**src/rtl/mux_extend_pipe.sv**
```systemverilog
// mux_extend_pipe: selects one of NUM_SRC narrow operands, widens it to OUT_W
// using a per-beat extension mode, and registers the result behind a
// valid/ready handshake with a 2-entry skid buffer (main + skid).
module mux_extend_pipe #(
  parameter int unsigned NUM_SRC = 2,
  parameter int unsigned IN_W    = 16,
  parameter int unsigned OUT_W   = 32,
  parameter int unsigned SEL_W   = $clog2(NUM_SRC)
) (
  input  logic                    i_clk,
  input  logic                    i_rst_n,
  input  logic                    i_in_valid,
  output logic                    o_in_ready,
  input  logic [NUM_SRC*IN_W-1:0] i_src_data,
  input  logic [SEL_W-1:0]        i_sel,
  input  logic [1:0]              i_mode,
  output logic                    o_out_valid,
  input  logic                    i_out_ready,
  output logic [OUT_W-1:0]        o_out_data,
  output logic                    o_out_sel_err
);

  localparam logic [1:0] MODE_ZEXT  = 2'b00;
  localparam logic [1:0] MODE_SEXT  = 2'b01;
  localparam logic [1:0] MODE_UPPER = 2'b10;
  localparam logic [1:0] MODE_BROFF = 2'b11;

  // Storage: main drives the output, skid catches one beat while main stalls.
  logic             r_main_valid;
  logic [OUT_W-1:0] r_main_data;
  logic             r_main_err;
  logic             r_skid_valid;
  logic [OUT_W-1:0] r_skid_data;
  logic             r_skid_err;

  logic             w_main_valid_nxt;
  logic [OUT_W-1:0] w_main_data_nxt;
  logic             w_main_err_nxt;
  logic             w_skid_valid_nxt;
  logic [OUT_W-1:0] w_skid_data_nxt;
  logic             w_skid_err_nxt;

  logic [IN_W-1:0]  w_src;
  logic             w_sel_err;
  logic [OUT_W-1:0] w_sext;
  logic [OUT_W-1:0] w_ext;
  logic             w_accept;
  logic             w_xfer;

  // Source select; an out-of-range index yields a zero operand and flags the beat.
  always_comb begin
    w_src     = '0;
    w_sel_err = (32'(i_sel) >= NUM_SRC);
    for (int k = 0; k < int'(NUM_SRC); k++) begin
      if (i_sel == SEL_W'(k)) begin
        w_src = i_src_data[k*IN_W +: IN_W];
      end
    end
  end

  // Extension by mode; the branch-offset mode drops bits shifted past OUT_W.
  always_comb begin
    w_sext = {{(OUT_W-IN_W){w_src[IN_W-1]}}, w_src};
    w_ext  = '0;
    unique case (i_mode)
      MODE_ZEXT:  w_ext = {{(OUT_W-IN_W){1'b0}}, w_src};
      MODE_SEXT:  w_ext = w_sext;
      MODE_UPPER: w_ext = {w_src, {(OUT_W-IN_W){1'b0}}};
      MODE_BROFF: w_ext = {w_sext[OUT_W-3:0], 2'b00};
      default:    w_ext = '0;
    endcase
  end

  assign o_in_ready    = !r_skid_valid;
  assign o_out_valid   = r_main_valid;
  assign o_out_data    = r_main_data;
  assign o_out_sel_err = r_main_err;

  assign w_accept = i_in_valid & !r_skid_valid;
  assign w_xfer   = r_main_valid & i_out_ready;

  // Next-state of the EMPTY/ONE/FULL storage; order is strictly main then skid.
  always_comb begin
    w_main_valid_nxt = r_main_valid;
    w_main_data_nxt  = r_main_data;
    w_main_err_nxt   = r_main_err;
    w_skid_valid_nxt = r_skid_valid;
    w_skid_data_nxt  = r_skid_data;
    w_skid_err_nxt   = r_skid_err;
    if (!r_main_valid) begin
      if (w_accept) begin
        w_main_valid_nxt = 1'b1;
        w_main_data_nxt  = w_ext;
        w_main_err_nxt   = w_sel_err;
      end
    end else if (!r_skid_valid) begin
      if (w_xfer && w_accept) begin
        w_main_data_nxt = w_ext;
        w_main_err_nxt  = w_sel_err;
      end else if (w_xfer) begin
        w_main_valid_nxt = 1'b0;
      end else if (w_accept) begin
        w_skid_valid_nxt = 1'b1;
        w_skid_data_nxt  = w_ext;
        w_skid_err_nxt   = w_sel_err;
      end
    end else if (w_xfer) begin
      w_main_data_nxt  = r_skid_data;
      w_main_err_nxt   = r_skid_err;
      w_skid_valid_nxt = 1'b0;
      w_skid_data_nxt  = '0;
      w_skid_err_nxt   = 1'b0;
    end
  end

  // State registers; reset discards any buffered beats immediately.
  always_ff @(posedge i_clk or negedge i_rst_n) begin
    if (!i_rst_n) begin
      r_main_valid <= 1'b0;
      r_main_data  <= '0;
      r_main_err   <= 1'b0;
      r_skid_valid <= 1'b0;
      r_skid_data  <= '0;
      r_skid_err   <= 1'b0;
    end else begin
      r_main_valid <= w_main_valid_nxt;
      r_main_data  <= w_main_data_nxt;
      r_main_err   <= w_main_err_nxt;
      r_skid_valid <= w_skid_valid_nxt;
      r_skid_data  <= w_skid_data_nxt;
      r_skid_err   <= w_skid_err_nxt;
    end
  end

endmodule

```
**config.mk**
```make
export PLATFORM = sky130hd
export DESIGN_NAME = mux_extend_pipe
export DESIGN_NICKNAME = d
export VERILOG_FILES = /design/src/rtl/mux_extend_pipe.sv
export SDC_FILE = /design/constraint.sdc
export NUM_CORES = 1
export LEC_CHECK = 0
export BUFFER_PORTS_ARGS = -buffer_cell sky130_fd_sc_hd__buf_4
export CORE_ASPECT_RATIO = 1.4
export CORE_MARGIN = 3
export CORE_UTILIZATION = 40
export DETAILED_ROUTE_END_ITERATION = 12
export SLEW_MARGIN = 20
export SYNTH_ARGS = -nofsm -noshare
export SYNTH_HDL_FRONTEND = slang
export SYNTH_SLANG_ARGS = --single-unit
```
**constraint.sdc**
```tcl
create_clock -name i_clk -period 2.13 [get_ports i_clk]
set_input_delay 0.3195 -clock i_clk [delete_from_list [all_inputs] [get_ports i_clk]]
set_output_delay 0.3195 -clock i_clk [all_outputs]
set_load 0.02 [all_outputs]
```
==> results.py, run 1 <==
metrics = {
    "critical_path": {
        "critical_path_arrival_ps": 1890,
        "reg2reg_depth": 4,
        "regToRegSetupSlack_ps": 460,
        "critPathLaunchType": "flop",
        "worstPathMaxFanout": 31,
        "cp_data_required_time_ps": 2350,
        "critPathKind": "reg2reg",
        "r2r_start": "r_skid_valid",
        "crit_path_end_kind": "flop",
        "worstReg2RegEnd": "r_skid_data[12]",
    },
    "placement": {
        "portBuffers": 72,
        "place_congestion": 0.794,
        "pre_cts_slack_ps": 420,
        "hpwl_um": 6590,
        "placed_cells": 470,
    },
    "cts": {
        "cts_setup_buffers": 0,
        "cts_root_buffer": "clkbuf_16",
        "clk_latency_ps": 330,
        "htreeDepth": 3,
        "ctsResizeCount": 0,
        "ctsLongestPathBuffers": 2,
        "path_clk_slew_ps": 60,
        "hold_buffers": 0,
        "cts_tree": "built",
        "cts.sinks": 66,
        "cts-buffers-inserted": 9,
    },
    "synthesis": {
        "syn-cell-area_mm2": 0.00343,
        "post_synth_and_or_nand_nor_area_fraction_pct": 8.13,
        "synth_fp_nets": 356,
        "synth_top_family_by_area": "compound AO/OA/AOI/OAI gates",
        "synth_compound_area_share_pct": 30.6,
        "synth_fa_ha_area_share_pct": 0,
        "muxShareOfSynthArea_pct": 7.40,
        "yosysWarnings": 0,
        "synth_area_leaders": "dfrtp_1, a22o_1, a22oi_1",
        "synth_xor_area_share_pct": 0,
        "synth_cells": 317,
        "syn_avg_cell_area_um2": 10.8,
        "yosys.area.top_type": "dfrtp_1",
        "yosysSeqAreaShare_pct": 48.1,
        "yosys.area.top_type_share_pct": 48.1,
        "ys_ff_latch": 66,
        "synthDistinctLibCells": 36,
    },
    "die": {
        "die_y_um": 116,
        "num_io_pins": 74,
        "rows": 39,
        "die_w_um": 84.3,
        "core_mm2": 0.00825,
        "fp.dieArea_mm2": 0.00975,
        "start_util_pct": 41.6,
    },
    "cells_and_area": {
        "nFillCells": 756,
        "final-instance-count-excl-fill": 486,
        "mostFrequentLayoutCell": "buf_4",
        "final_cell_mix": "buf_4, dfrtp_1, a22oi_1",
        "nNetsFinal": 418,
        "n_antenna_cell": 0,
        "syn_to_final_growth_pct": 26.2,
        "drive_above_1_share_pct": 31.0,
    },
    "timing": {
        "fin_skew_ps": 4.50,
        "tns_ps": 0,
        "fin_crit_sh_pct": 78.6,
        "relSlewSlack_pct": 43.8,
        "fin_crit_ps": 1670,
        "setup_ws_ps": 456,
        "slew_violations": 0,
        "rsz0062_at_grt": "false",
        "max_freq_mhz": 597,
        "finalHoldViolCount": 0,
        "tightest_slew_ps": 843,
        "setup_violations": 0,
    },
    "flow_run": {
        "maxCapViolCount": 0,
    },
    "drt": {
        "routed_wl_um": 9710,
        "drt-initial-drc-count": 251,
        "ant_nets": 0,
        "avgViaCountPerCell": 5.83,
        "vias": 2834,
        "first_pass_iters": 5,
        "drc": 0,
        "wl_per_cell_um": 20.0,
    },
    "power_and_ir_drop": {
        "p_comb_share_pct": 38.8,
        "p_sw_share_pct": 36.1,
        "power_density_mw_per_mm2": 1450,
        "max-vdd-ir-drop_mv": 0.720,
        "power.share.sequential_pct": 35.0,
        "p_int_mw": 4.03,
        "clockPowerShare_pct": 26.3,
        "p_sw_mw": 2.27,
        "cellLeakagePower_nw": 1.93,
    },
    "global_routing": {
        "track_usage_pct": 21.0,
        "overflow": 0,
        "antenna_found_initial": 0,
        "first_global_vias": 2978,
        "grt_pass1_wl_um": 15800,
        "grt_max_degree": 67,
    },
    "min_path": {
        "min_path_type": "in2async",
    },
    "run_status": {
        "status": "finished clean",
    },
}
## routing by layer
| layer | share of wire [%] | global-route usage (%) | vias to the layer above |
|---|---|---|---|
| met5 | 0 | 0 | - |
| met4 | 2.8 | 9.98 | 0 |
| met3 | 5.5 | 4.27 | 20 |
| met2 | 50 | 34.5 | 95 |
| met1 | 41 | 26.6 | 1397 |
| li1 | - | - | 1322 |
## cell type report
cell class / count / area (µm²) / area share, %
Inverter: 4 / 15.0 / 0.347
Multi-Input combinational cell: 217 / 1590 / 36.7
Timing Repair Buffer: 81 / 608 / 14.0
Tap cell: 102 / 128 / 2.95
Clock buffer: 12 / 267 / 6.15
Clock inverter: 4 / 72.6 / 1.68
Sequential cell: 66 / 1650 / 38.1
## per-stage QoR
step | cell area (µm²) | total power [mW] | util [%] | hold slack [ps]
after global placement | 3990 | 4.63 | 48.4 | 463
after detailed placement | 3990 | 4.68 | 48.4 | 473
final | 4330 | 6.30 | 52.5 | 85.0
after floorplan | 3430 | 3.75 | - | 23.9
after global routing | 4330 | 6.70 | 52.5 | 151
after CTS | 4330 | 6.36 | 52.5 | 130
## flip-flops by register name, indices dropped and copies added (netlist names)
| signal | count |
|---|---|
| o_out_data | 32 |
| r_skid_valid | 1 |
| r_skid_data | 32 |
| o_out_valid | 1 |
## synth_stat cells (all sizes together)
cell,count
a22oi,32
o22ai,12
a32o,1
mux2i,13
conb,1
o21a,12
nor2b,17
a221o,14
a22o,30
a31oi,1
inv,4
o21ai,38
buf,21
clkbuf,9
nand2b,3
nor2,3
nand2,24
nand3,2
or2,1
o221a,1
a21oi,4
mux2,5
dfrtp,66
and2,2
and4bb,1
## power by group through the flow
stage / combinational [mW] / clock, mW / sequential [mW]
after floorplan: 1.34 / 0 / 2.41
after global placement: 2.43 / 0 / 2.20
after detailed placement: 2.47 / 0 / 2.21
after CTS: 2.47 / 1.69 / 2.20
after global routing: 2.67 / 1.75 / 2.28
final: 2.44 / 1.66 / 2.20
## worst max-delay path: stages (launching register included)
cell and delay [ps]:
dfrtp_1 490, and2_4 470, a21oi_2 110, buf_4 220, a22o_1 250
## worst max-delay path by stage
| stage | endpoint | from | cells after the start | slack (ps) |
|---|---|---|---|---|
| 6_report | r_skid_data[12] | r_skid_valid | 4 | 460 |
| 5_1_grt | r_skid_data[12] | r_skid_valid | 4 | 340 |
| 4_1_cts | r_skid_data[12] | r_skid_valid | 4 | 450 |
| 3_5_place_dp | o_out_data[10] | i_sel | 4 | 420 |
| 3_3_place_gp | o_out_data[28] | i_out_ready | 4 | 420 |
| 2_1_floorplan | r_skid_data[10] | o_out_valid | 5 | 650 |
## cell families (layout without fill, tap and decap cells)
group | count (synthesis) | in the layout
and+or+nand+nor | 53 | 53
muxes | 18 | 18
DFF | 66 | 66
AOI/OAI and AO/OA | 145 | 145
buffers and inverters | 34 | 101
other | 1 | 1
Note: power is estimated with default switching activity, not from simulation.
==> inputs of run 2 (changes only) <==
--- a/config.mk
+++ b/config.mk
@@ -5,6 +5,7 @@
 export SDC_FILE = /design/constraint.sdc
 export NUM_CORES = 1
 export LEC_CHECK = 0
+export ABC_AREA = 1
 export BUFFER_PORTS_ARGS = -buffer_cell sky130_fd_sc_hd__buf_4
 export CORE_ASPECT_RATIO = 1.4
 export CORE_MARGIN = 3
==> constraint.sdc (replaced) <==
create_clock -name i_clk -period 1.7 [get_ports i_clk]
set_input_delay 0.255 -clock i_clk [delete_from_list [all_inputs] [get_ports i_clk]]
set_output_delay 0.255 -clock i_clk [all_outputs]
set_load 0.02 [all_outputs]
==> run 2 against run 1 <==
  * Sequential share of layout area fell by 0.67 points
  * Flip-flop and latch count did not move
  * Largest cell class unchanged
  * Clock-buffer cell count fell by 2
  * Sequential power rose by 19%
  * Register-to-register slack got worse by 190 ps
  * Combinational power rose by 37%
==> results.py, run 2 <==
metrics = {
    "run_status": {
        "status": "finished clean",
    },
    "cells_and_area": {
        "n_antenna_cell": 0,
        "nFillCells": 818,
        "final_core_util_pct": 53.5,
        "final-instance-count-excl-fill": 644,
        "mostFrequentLayoutCell": "nand2_1",
        "drive_above_1_share_pct": 21.0,
        "nNetsFinal": 576,
        "syn_to_final_growth_pct": 28.4,
        "final_cell_mix": "nand2_1, buf_4, dfrtp_1",
    },
    "die": {
        "die_w_um": 84.3,
        "fp.dieArea_mm2": 0.00975,
        "die_y_um": 116,
        "start_util_pct": 41.6,
        "core_mm2": 0.00825,
        "num_io_pins": 74,
        "rows": 39,
    },
    "critical_path": {
        "worstPathMaxFanout": 20,
        "cp_slowest_cell": "dfrtp_1",
        "crit_path_end_kind": "flop",
        "path_cells": "inv_1, nor2_2, nand2_1, inv_2, buf_12, nand3_1, o21ai_0",
        "critical_path_arrival_ps": 1690,
        "setup.worst_path.start": "o_out_valid",
        "r2r_start": "o_out_valid",
        "critPathKind": "reg2reg",
        "max_stage_delay_ps": 390,
        "critPathLaunchType": "flop",
        "cp_data_required_time_ps": 1960,
    },
    "synthesis": {
        "synth_area_leaders": "dfrtp_1, nand2_1, o21ai_0",
        "ys_ff_latch": 66,
        "synthArstFlopShare_pct": 100,
        "synth_edf_count": 0,
        "synth_cells": 471,
        "yosys.area.top_type_share_pct": 48.1,
        "synth_common_cells": "nand2_1, dfrtp_1, o21ai_0",
        "yosysWarnings": 0,
        "synth_ff_type": "dfrtp_1",
        "syn-cell-area_mm2": 0.00343,
        "syn_avg_cell_area_um2": 7.29,
        "yosysSeqAreaShare_pct": 48.1,
        "synth_fp_nets": 510,
        "synth.most_common_cell": "nand2_1",
        "yosys.area.top_type": "dfrtp_1",
        "synthDistinctLibCells": 23,
    },
    "timing": {
        "rsz0062_at_grt": "false",
        "finalHoldViolCount": 0,
        "tns_ps": 0,
        "fin_crit_sh_pct": 84.4,
        "hold-worst-slack_ps": 198,
        "fin_skew_ps": 5.56,
        "setup_ws_ps": 266,
        "fin_crit_ps": 1430,
        "slew_violations": 0,
        "setup_violations": 0,
        "max_freq_mhz": 697,
    },
    "drt": {
        "vias": 3154,
        "ant_nets": 0,
        "drc": 0,
        "routed_wl_um": 9560,
        "wl_per_cell_um": 14.8,
        "drt-initial-drc-count": 154,
        "first_pass_iters": 4,
        "avgViaCountPerCell": 4.90,
    },
    "cts": {
        "ctsResizeCount": 0,
        "cts_setup_buffers": 0,
        "cts.sinks": 66,
        "cts_tree": "built",
        "cts_root_buffer": "clkbuf_16",
        "path_clk_slew_ps": 60,
        "ctsLongestPathBuffers": 2,
        "hold_buffers": 1,
        "cts-buffers-inserted": 9,
        "htreeDepth": 3,
        "clk_latency_ps": 340,
    },
    "global_routing": {
        "antenna_found_initial": 0,
        "gr-max-usage-layer": "met2",
        "track_usage_pct": 21.0,
        "use_met3_pct": 4.05,
        "use_met1_pct": 25.4,
        "grt_max_degree": 37,
        "grt_use_met2_pct": 36.2,
        "grt_pass1_wl_um": 15900,
        "overflow": 0,
        "first_global_vias": 3151,
    },
    "min_path": {
        "min_from": "i_in_valid",
        "min_path_type": "in2reg",
    },
    "placement": {
        "hpwl_um": 6770,
        "portBuffers": 72,
        "place_congestion": 0.880,
        "placed_cells": 627,
        "pre_cts_slack_ps": 268,
    },
    "power_and_ir_drop": {
        "cellLeakagePower_nw": 2.25,
        "p_sw_mw": 3.11,
        "power.share.sequential_pct": 32.1,
        "p_int_mw": 5.03,
        "p_comb_share_pct": 41.1,
        "power_density_mw_per_mm2": 1850,
        "p_sw_share_pct": 38.2,
        "max-vdd-ir-drop_mv": 1.09,
        "clockPowerShare_pct": 26.7,
    },
    "flow_run": {
        "maxCapViolCount": 0,
    },
}
run 2: logic make-up (layout without fill, tap and decap cells):
logic type,after synthesis,in the layout,synth area share (%)
compound gates,98,98,15.0
buf+inv,70,141,10.2
flops,66,66,48.1
other cells,1,1,0.109
simple gates,236,236,26.5
run 2: power groups by stage:
| stage | Combinational (mW) | Clock (mW) | Sequential, mW |
|---|---|---|---|
| 4_1_cts | 3.40 | 2.21 | 2.62 |
| 3_3_place_gp | 3.34 | 0 | 2.62 |
| 6_report | 3.35 | 2.18 | 2.61 |
| 3_5_place_dp | 3.37 | 0 | 2.64 |
| 5_1_grt | 3.78 | 2.28 | 2.71 |
| 2_1_floorplan | 1.75 | 0 | 3.00 |
run 2: path summary, 6_finish.rpt:
check	end	slack, ps	cells after the start
max in group asynchronous	o_out_data[28]	800	3
worst min-delay path	o_out_valid	200	3
min in group asynchronous	o_out_data[12]	390	2
worst max register to register	r_skid_data[0]	270	7
worst min register to register	o_out_data[15]	490	2
worst max-delay path	r_skid_data[0]	270	7
run 2: critical path: cells and delay by family (launching register included):
family | cells | cell delay [ps]
and+or+nand+nor | 3 | 350
DFF | 1 | 390
buffers and inverters | 3 | 520
AOI/OAI and AO/OA | 1 | 90
run 2: area by class of cell:
class,instances,area (µm²),area share [%]
well taps,102,128,2.89
clock buffers,10,239,5.42
inverters,43,166,3.77
clock inverters,6,113,2.55
multi-input cells,335,1430,32.5
repair buffers,82,681,15.4
flip-flops and latches,66,1650,37.5
run 2: layer usage:
metal / vias to the layer above / routed length [µm] / part of all wire [%]
li1: 1601 / - / -
met5: - / 0 / 0
met3: 15 / 330 / 3.5
met2: 56 / 5100 / 53
met4: 0 / 211 / 2.2
met1: 1482 / 3920 / 41
run 2: stage by stage:
stage | cell area (µm²) | power (mW)
2_1_floorplan | 3430 | 4.75
5_1_grt | 4410 | 8.77
6_report | 4410 | 8.14
4_1_cts | 4410 | 8.23
3_3_place_gp | 4050 | 5.96
3_5_place_dp | 4050 | 6.02
